## src/rtl/ma_request_sequencer.sv

```systemverilog
// rtl/ma_request_sequencer.sv - request FIFO and single-command sequencer in front of the MA memory
//
// Purpose:
//   Queues compress/decompress requests and issues them to MA one at a time
//   as single-cycle commands. Each command ends in one result on the result
//   port. The result comes from MA's response, or is an error if MA times out.
//   A sticky mem_full flag is set when MA rejects a compress. While it is set,
//   compress requests are failed locally and are not sent to MA.
//
// Optional build macro:
//   MA_SEQ_STATS_EN - adds the stat_comp_ok / stat_decomp_ok / stat_err
//                     16-bit saturating result counters.
//
// Ports:
//   clk, reset           rising-edge clock, synchronous active-high reset
//   req_valid/req_ready  request handshake; req_op 00 nop, 01 compress,
//                        10 decompress, 11 reserved; req_data, req_index payload
//   ma_command           one-cycle command pulse to MA (req_op encoding)
//   ma_data_in           data word driven to MA, held stable for the whole transaction
//   ma_compressed_in     compressed index driven to MA, held stable for the whole transaction
//   ma_compressed_out    index returned by MA
//   ma_decompressed_out  data word returned by MA
//   ma_response          MA response: 00 none, 01 compress ok, 10 decompress ok, 11 error
//   res_valid/res_ready  result handshake; res_status, res_timeout, res_index,
//                        res_data are held while res_valid is high
//   mem_full             sticky dictionary-full flag, cleared only by reset

module ma_request_sequencer #(
    parameter int DEPTH   = 4,
    parameter int TIMEOUT = 16
) (
    input  logic        clk,
    input  logic        reset,
    input  logic        req_valid,
    output logic        req_ready,
    input  logic [1:0]  req_op,
    input  logic [79:0] req_data,
    input  logic [7:0]  req_index,
    output logic [1:0]  ma_command,
    output logic [79:0] ma_data_in,
    output logic [7:0]  ma_compressed_in,
    input  logic [7:0]  ma_compressed_out,
    input  logic [79:0] ma_decompressed_out,
    input  logic [1:0]  ma_response,
    output logic        res_valid,
    input  logic        res_ready,
    output logic [1:0]  res_status,
    output logic        res_timeout,
    output logic [7:0]  res_index,
    output logic [79:0] res_data,
`ifdef MA_SEQ_STATS_EN
    output logic [15:0] stat_comp_ok,
    output logic [15:0] stat_decomp_ok,
    output logic [15:0] stat_err,
`endif
    output logic        mem_full
);

    localparam int PW = $clog2(DEPTH);
    localparam int TW = (TIMEOUT > 1) ? $clog2(TIMEOUT) : 1;
    localparam logic [PW:0]   DEPTH_C = (PW+1)'(DEPTH);
    localparam logic [TW-1:0] TMAX    = TW'(TIMEOUT - 1);

    localparam logic [1:0] OP_COMP   = 2'b01;
    localparam logic [1:0] OP_DECOMP = 2'b10;
    localparam logic [1:0] OP_RSVD   = 2'b11;
    localparam logic [1:0] RSP_ERR   = 2'b11;

    typedef enum logic [1:0] {S_IDLE, S_ISSUE, S_WAIT, S_DONE} state_t;

    state_t state, state_next;

    // Request FIFO
    logic [1:0]  fifo_op    [DEPTH];
    logic [79:0] fifo_data  [DEPTH];
    logic [7:0]  fifo_index [DEPTH];
    logic [PW-1:0] wr_ptr, rd_ptr;
    logic [PW:0]   count, count_next;

    logic [1:0]    op_q;
    logic [TW-1:0] timer;

    logic push, pop, reject;
    logic issue_load, reject_load, capture_load, timeout_load, handshake;
    logic [1:0]  head_op;
    logic [79:0] head_data;
    logic [7:0]  head_index;

    // A no-op is accepted from the requester but never stored in the FIFO.
    assign push       = req_valid & req_ready & (req_op != 2'b00);
    assign pop        = (state == S_IDLE) && (count != '0);
    assign head_op    = fifo_op[rd_ptr];
    assign head_data  = fifo_data[rd_ptr];
    assign head_index = fifo_index[rd_ptr];
    // Requests that cannot succeed finish locally without being sent to MA.
    assign reject     = (head_op == OP_RSVD) || ((head_op == OP_COMP) && mem_full);

    always_comb begin
        count_next = count;
        if (push && !pop)
            count_next = count + 1'b1;
        else if (!push && pop)
            count_next = count - 1'b1;
    end

    always_ff @(posedge clk) begin
        if (reset) begin
            wr_ptr    <= '0;
            rd_ptr    <= '0;
            count     <= '0;
            req_ready <= 1'b1;
        end else begin
            if (push)
                wr_ptr <= wr_ptr + 1'b1;
            if (pop)
                rd_ptr <= rd_ptr + 1'b1;
            count     <= count_next;
            req_ready <= (count_next < DEPTH_C);
        end
    end

    always_ff @(posedge clk) begin
        if (push) begin
            fifo_op[wr_ptr]    <= req_op;
            fifo_data[wr_ptr]  <= req_data;
            fifo_index[wr_ptr] <= req_index;
        end
    end

    // State register
    always_ff @(posedge clk) begin
        if (reset)
            state <= S_IDLE;
        else
            state <= state_next;
    end

    // Next-state logic
    always_comb begin
        state_next = state;
        case (state)
            S_IDLE:  if (pop) state_next = reject ? S_DONE : S_ISSUE;
            S_ISSUE: state_next = S_WAIT;
            S_WAIT:  if (capture_load || timeout_load) state_next = S_DONE;
            S_DONE:  if (handshake) state_next = S_IDLE;
            default: state_next = S_IDLE;
        endcase
    end

    // Output/datapath load decode. A response in the timeout cycle takes priority.
    always_comb begin
        issue_load   = pop && !reject;
        reject_load  = pop && reject;
        capture_load = (state == S_WAIT) && (ma_response != 2'b00);
        timeout_load = (state == S_WAIT) && (ma_response == 2'b00) && (timer == TMAX);
        handshake    = (state == S_DONE) && res_valid && res_ready;
    end

    always_ff @(posedge clk) begin
        if (reset) begin
            ma_command       <= 2'b00;
            ma_data_in       <= '0;
            ma_compressed_in <= '0;
            op_q             <= 2'b00;
            timer            <= '0;
            res_valid        <= 1'b0;
            res_status       <= 2'b00;
            res_timeout      <= 1'b0;
            res_index        <= '0;
            res_data         <= '0;
            mem_full         <= 1'b0;
        end else begin
            // The command register is high only during ISSUE.
            ma_command <= issue_load ? head_op : 2'b00;

            if (pop)
                op_q <= head_op;

            if (issue_load) begin
                ma_data_in       <= head_data;
                ma_compressed_in <= head_index;
            end

            if (state == S_ISSUE)
                timer <= '0;
            else if ((state == S_WAIT) && !capture_load && !timeout_load)
                timer <= timer + 1'b1;

            if (reject_load) begin
                res_valid   <= 1'b1;
                res_status  <= RSP_ERR;
                res_timeout <= 1'b0;
                res_index   <= '0;
                res_data    <= '0;
            end else if (capture_load) begin
                res_valid   <= 1'b1;
                res_status  <= ma_response;
                res_timeout <= 1'b0;
                res_index   <= ma_compressed_out;
                res_data    <= ma_decompressed_out;
                if ((op_q == OP_COMP) && (ma_response == RSP_ERR))
                    mem_full <= 1'b1;
            end else if (timeout_load) begin
                res_valid   <= 1'b1;
                res_status  <= RSP_ERR;
                res_timeout <= 1'b1;
                res_index   <= '0;
                res_data    <= '0;
            end else if (handshake) begin
                res_valid <= 1'b0;
            end
        end
    end

`ifdef MA_SEQ_STATS_EN
    always_ff @(posedge clk) begin
        if (reset) begin
            stat_comp_ok   <= '0;
            stat_decomp_ok <= '0;
            stat_err       <= '0;
        end else if (handshake) begin
            if ((res_status == OP_COMP) && (stat_comp_ok != 16'hFFFF))
                stat_comp_ok <= stat_comp_ok + 16'd1;
            if ((res_status == OP_DECOMP) && (stat_decomp_ok != 16'hFFFF))
                stat_decomp_ok <= stat_decomp_ok + 16'd1;
            if ((res_status == RSP_ERR) && (stat_err != 16'hFFFF))
                stat_err <= stat_err + 16'd1;
        end
    end
`endif

endmodule

```

## config.mk

```make
export PLATFORM = sky130hd
export DESIGN_NAME = ma_request_sequencer
export DESIGN_NICKNAME = d
export VERILOG_FILES = /design/src/rtl/ma_request_sequencer.sv
export SDC_FILE = /design/constraint.sdc
export NUM_CORES = 1
export LEC_CHECK = 0
export CORE_AREA = 5 5 232 234
export CTS_CLUSTER_DIAMETER = 150
export CTS_CLUSTER_SIZE = 8
export DETAILED_ROUTE_END_ITERATION = 8
export DIE_AREA = 0 0 237 239
export DONT_BUFFER_PORTS = 1
export GPL_ROUTABILITY_DRIVEN = 0
export SLEW_MARGIN = 20
export SYNTH_ARGS = -nofsm -noshare
export SYNTH_HDL_FRONTEND = slang
export SYNTH_SLANG_ARGS = --single-unit
```

## constraint.sdc

```tcl
create_clock -name clk -period 4.37 [get_ports clk]
set_input_delay 0.874 -clock clk [delete_from_list [all_inputs] [get_ports clk]]
set_output_delay 0.874 -clock clk [all_outputs]
set_load 0.03 [all_outputs]
```

==> flow_summary.yaml <==
worst_setup_path:
  arrival_ns: 3.26
  start_kind: "flop"
  worstPathRequired_ns: 4.88
  crit_path_max_fanout: 90
  end_kind: "flop"
  rrSetupSlack_ns: 1.62
  worst-setup-path-type: "reg2reg"
die:
  die_x_um: 237
  die_h_um: 239
  start_util_pct: 39.25
  ioPinCount: 368
  placementRows: 84
  die-area_sq_um: 56640
  coreArea_sq_um: 51810
logic_synthesis:
  avgSynthCellArea_sq_um: 15.56
  mappedNetlistNets: 1505
  synth.area.mux_share_pct: 10.11
  synth_cell_type_count: 38
  synth_area_sq_um: 20340
  synth_area_leader_cell: "edfxtp_1"
  synth_ff_type: "edfxtp_1"
  synth.top_cell.area_share_pct: 53.16
  ys_ff_latch: 561
  ys_top_cells_by_area: "edfxtp_1 53%, dfxtp_1 20%, mux4_2 9.9%"
  synth.most_common_cell: "edfxtp_1"
  synth_commonest_cells: "360 x edfxtp_1, 201 x dfxtp_1, 100 x nor2_1, 97 x a21oi_1, 95 x o21ai_0"
  yosys_warnings: 0
  synthCells: 1307
  synth_compound_area_share_pct: 8.484
  synthAdderAreaFrac_pct: 0.8613
  synthXorXnorAreaFrac_pct: 0.2584
  synth-edff-count: 360
  synthArstFlopShare_pct: 0
  synthSimpleGateAreaFrac_pct: 5.063
  ys_seq_area_share_pct: 72.94
  synth_top_family_by_area: "multiplexers"
timing:
  fin_skew_ns: 0.02584
  worstMarginPinSlew_ns: 1.008
  slew_violations: 0
  fmax_mhz: 364.1
  min_period_ns: 2.746
  hold_viol_final: 0
  setup_viol: 0
  final.setup.tns_ns: 0
  slew_headroom_pct: 32.80
  rsz0062_at_grt: "false"
  period_share_pct: 62.84
  hold_ws_ns: 0.3485
power:
  powerDensity_nw_per_um2: 678.6
  vdd_drop_max_mv: 0.4658
  leakagePower_nw: 7.424
finish:
  final_nets: 1506
  n_antenna_cell: 0
  drive_gt1_share_pct: 15.65
  syn_to_final_growth_pct: 15.02
  stdcell_count: 2055
clock_tree:
  cts_hold_buf: 0
  htree_levels: 3
  post_cts_buffers: 0
  clockBufferDepth: 3
  clk_latency_ns: 0.61
  clkTransAtPathRegs_ns: 0.05
  cts_resized: 0
  cts_tree: "done"
  cts-root-buf: "clkbuf_16"
  numCtsBuffers: 80
  clock_sink_count: 561
drt:
  wl_mm: 50.81
  dr.pass1.iters: 5
  ant_nets: 0
  drt_iter0_drc: 701
  routedWlPerCell_um: 24.72
  vias: 11380
  vias_per_cell: 5.537
  drc: 0
global_routing:
  grt_pass1_wl_mm: 75.11
  grt_usage_pct: 17.47
  grt.overflow.total: 0
  antenna_found_initial: 0
  grt_max_degree: 113
  grt_pass1_vias: 11610
flow_run:
  max-cap-violations: 0
hold_path:
  worstHoldPathType: "in2reg"
place:
  dp_cells: 1914
  io_buffers: 0
  dpl.hpwl_mm: 30.65
run_status:
  outcome: "finished, final reports clean"
-- cell type report --
cell class              count  area, sq um
clock buffers             135         2251
clock inverters             6        85.08
fillers                  4497        28420
inverters                  10        37.54
multi-input cells         635         5104
flip-flops and latches    561        14840
well taps                 688        860.8
repair buffers             20        212.7
-- final timing paths --
| check | start | end | cells after the start |
|---|---|---|---|
| max | state[0] | res_index[1] | 7 |
| min | reset | ma_data_in[8] | 1 |
| min reg2reg | op_q[0] | op_q[0] | 2 |
| max reg2reg | state[0] | res_index[1] | 7 |
-- routing by layer --
| metal | global-route usage (%) | up-vias | share of wire (%) |
|---|---|---|---|
| li1 | - | 5070 | - |
| met1 | 20.34 | 5754 | 37 |
| met2 | 29.16 | 468 | 49 |
| met3 | 7.234 | 86 | 10 |
| met4 | 6.559 | 0 | 2.9 |
| met5 | 0 | - | 0 |
-- worst max-delay path, cell delays in order, from the launching register on --
cell and delay [ns]:
dfxtp_1 0.38, inv_1 0.08, ha_1 0.29, o21a_4 0.40, a21oi_4 0.53, buf_4 0.65
a22oi_1 0.15, nor2_1 0.14
-- cell usage in the layout, fill, tap and decap left out, drive strengths merged, types with 3 or more instances in the layout --
cell type    n
ha          14
clkbuf     135
o21ai       95
nor2b        3
nand3       91
nor2       100
nor3b        3
xnor2        3
inv         14
a22oi       88
a21oi       97
mux4        89
nand2b       3
edfxtp     360
xor2         3
mux2i        3
and2         4
dfxtp      201
nand2       12
buf         20
nor3         7
a211oi       4
-- flip-flops by register name, summed over array words and instances (netlist names), named ones only --
register,flops
rd_ptr,2
fifo_op,8
res_timeout,1
res_valid,1
wr_ptr,2
timer,4
mem_full,1
op_q,2
state,2
fifo_data,320
ma_command,2
res_data,80
res_index,8
fifo_index,32
req_ready,1
res_status,2
count,3
ma_compressed_in,8
ma_data_in,80
-- report_power, final --
part,leakage (nW),switching [mW],internal [mW]
clock network,1.11,2.19,3.49
registers,4.92,1.28,6.39
logic,1.39,1.61,0.925
-- kinds of logic after synthesis --
group / Yosys count
AOI/OAI and AO/OA: 293
xor gates and xnor gates: 6
adders and majority gates: 14
buffers and inverters: 111
DFF: 561
muxes: 94
and+or+nand+nor: 228
-- per-stage QoR --
stage | setup slack [ns] | total power [mW] | utilization (%) | instance area [sq um]
after floorplan | 0.5192 | 9.440 | - | 20340
after global placement | 1.483 | 10.31 | 40.64 | 21060
after detailed placement | 1.463 | 10.39 | 40.64 | 21060
after CTS | 1.611 | 16.12 | 45.15 | 23390
after global routing | 1.373 | 16.66 | 45.15 | 23390
final | 1.624 | 15.87 | 45.15 | 23390
Power figures use the tool's default switching activity.
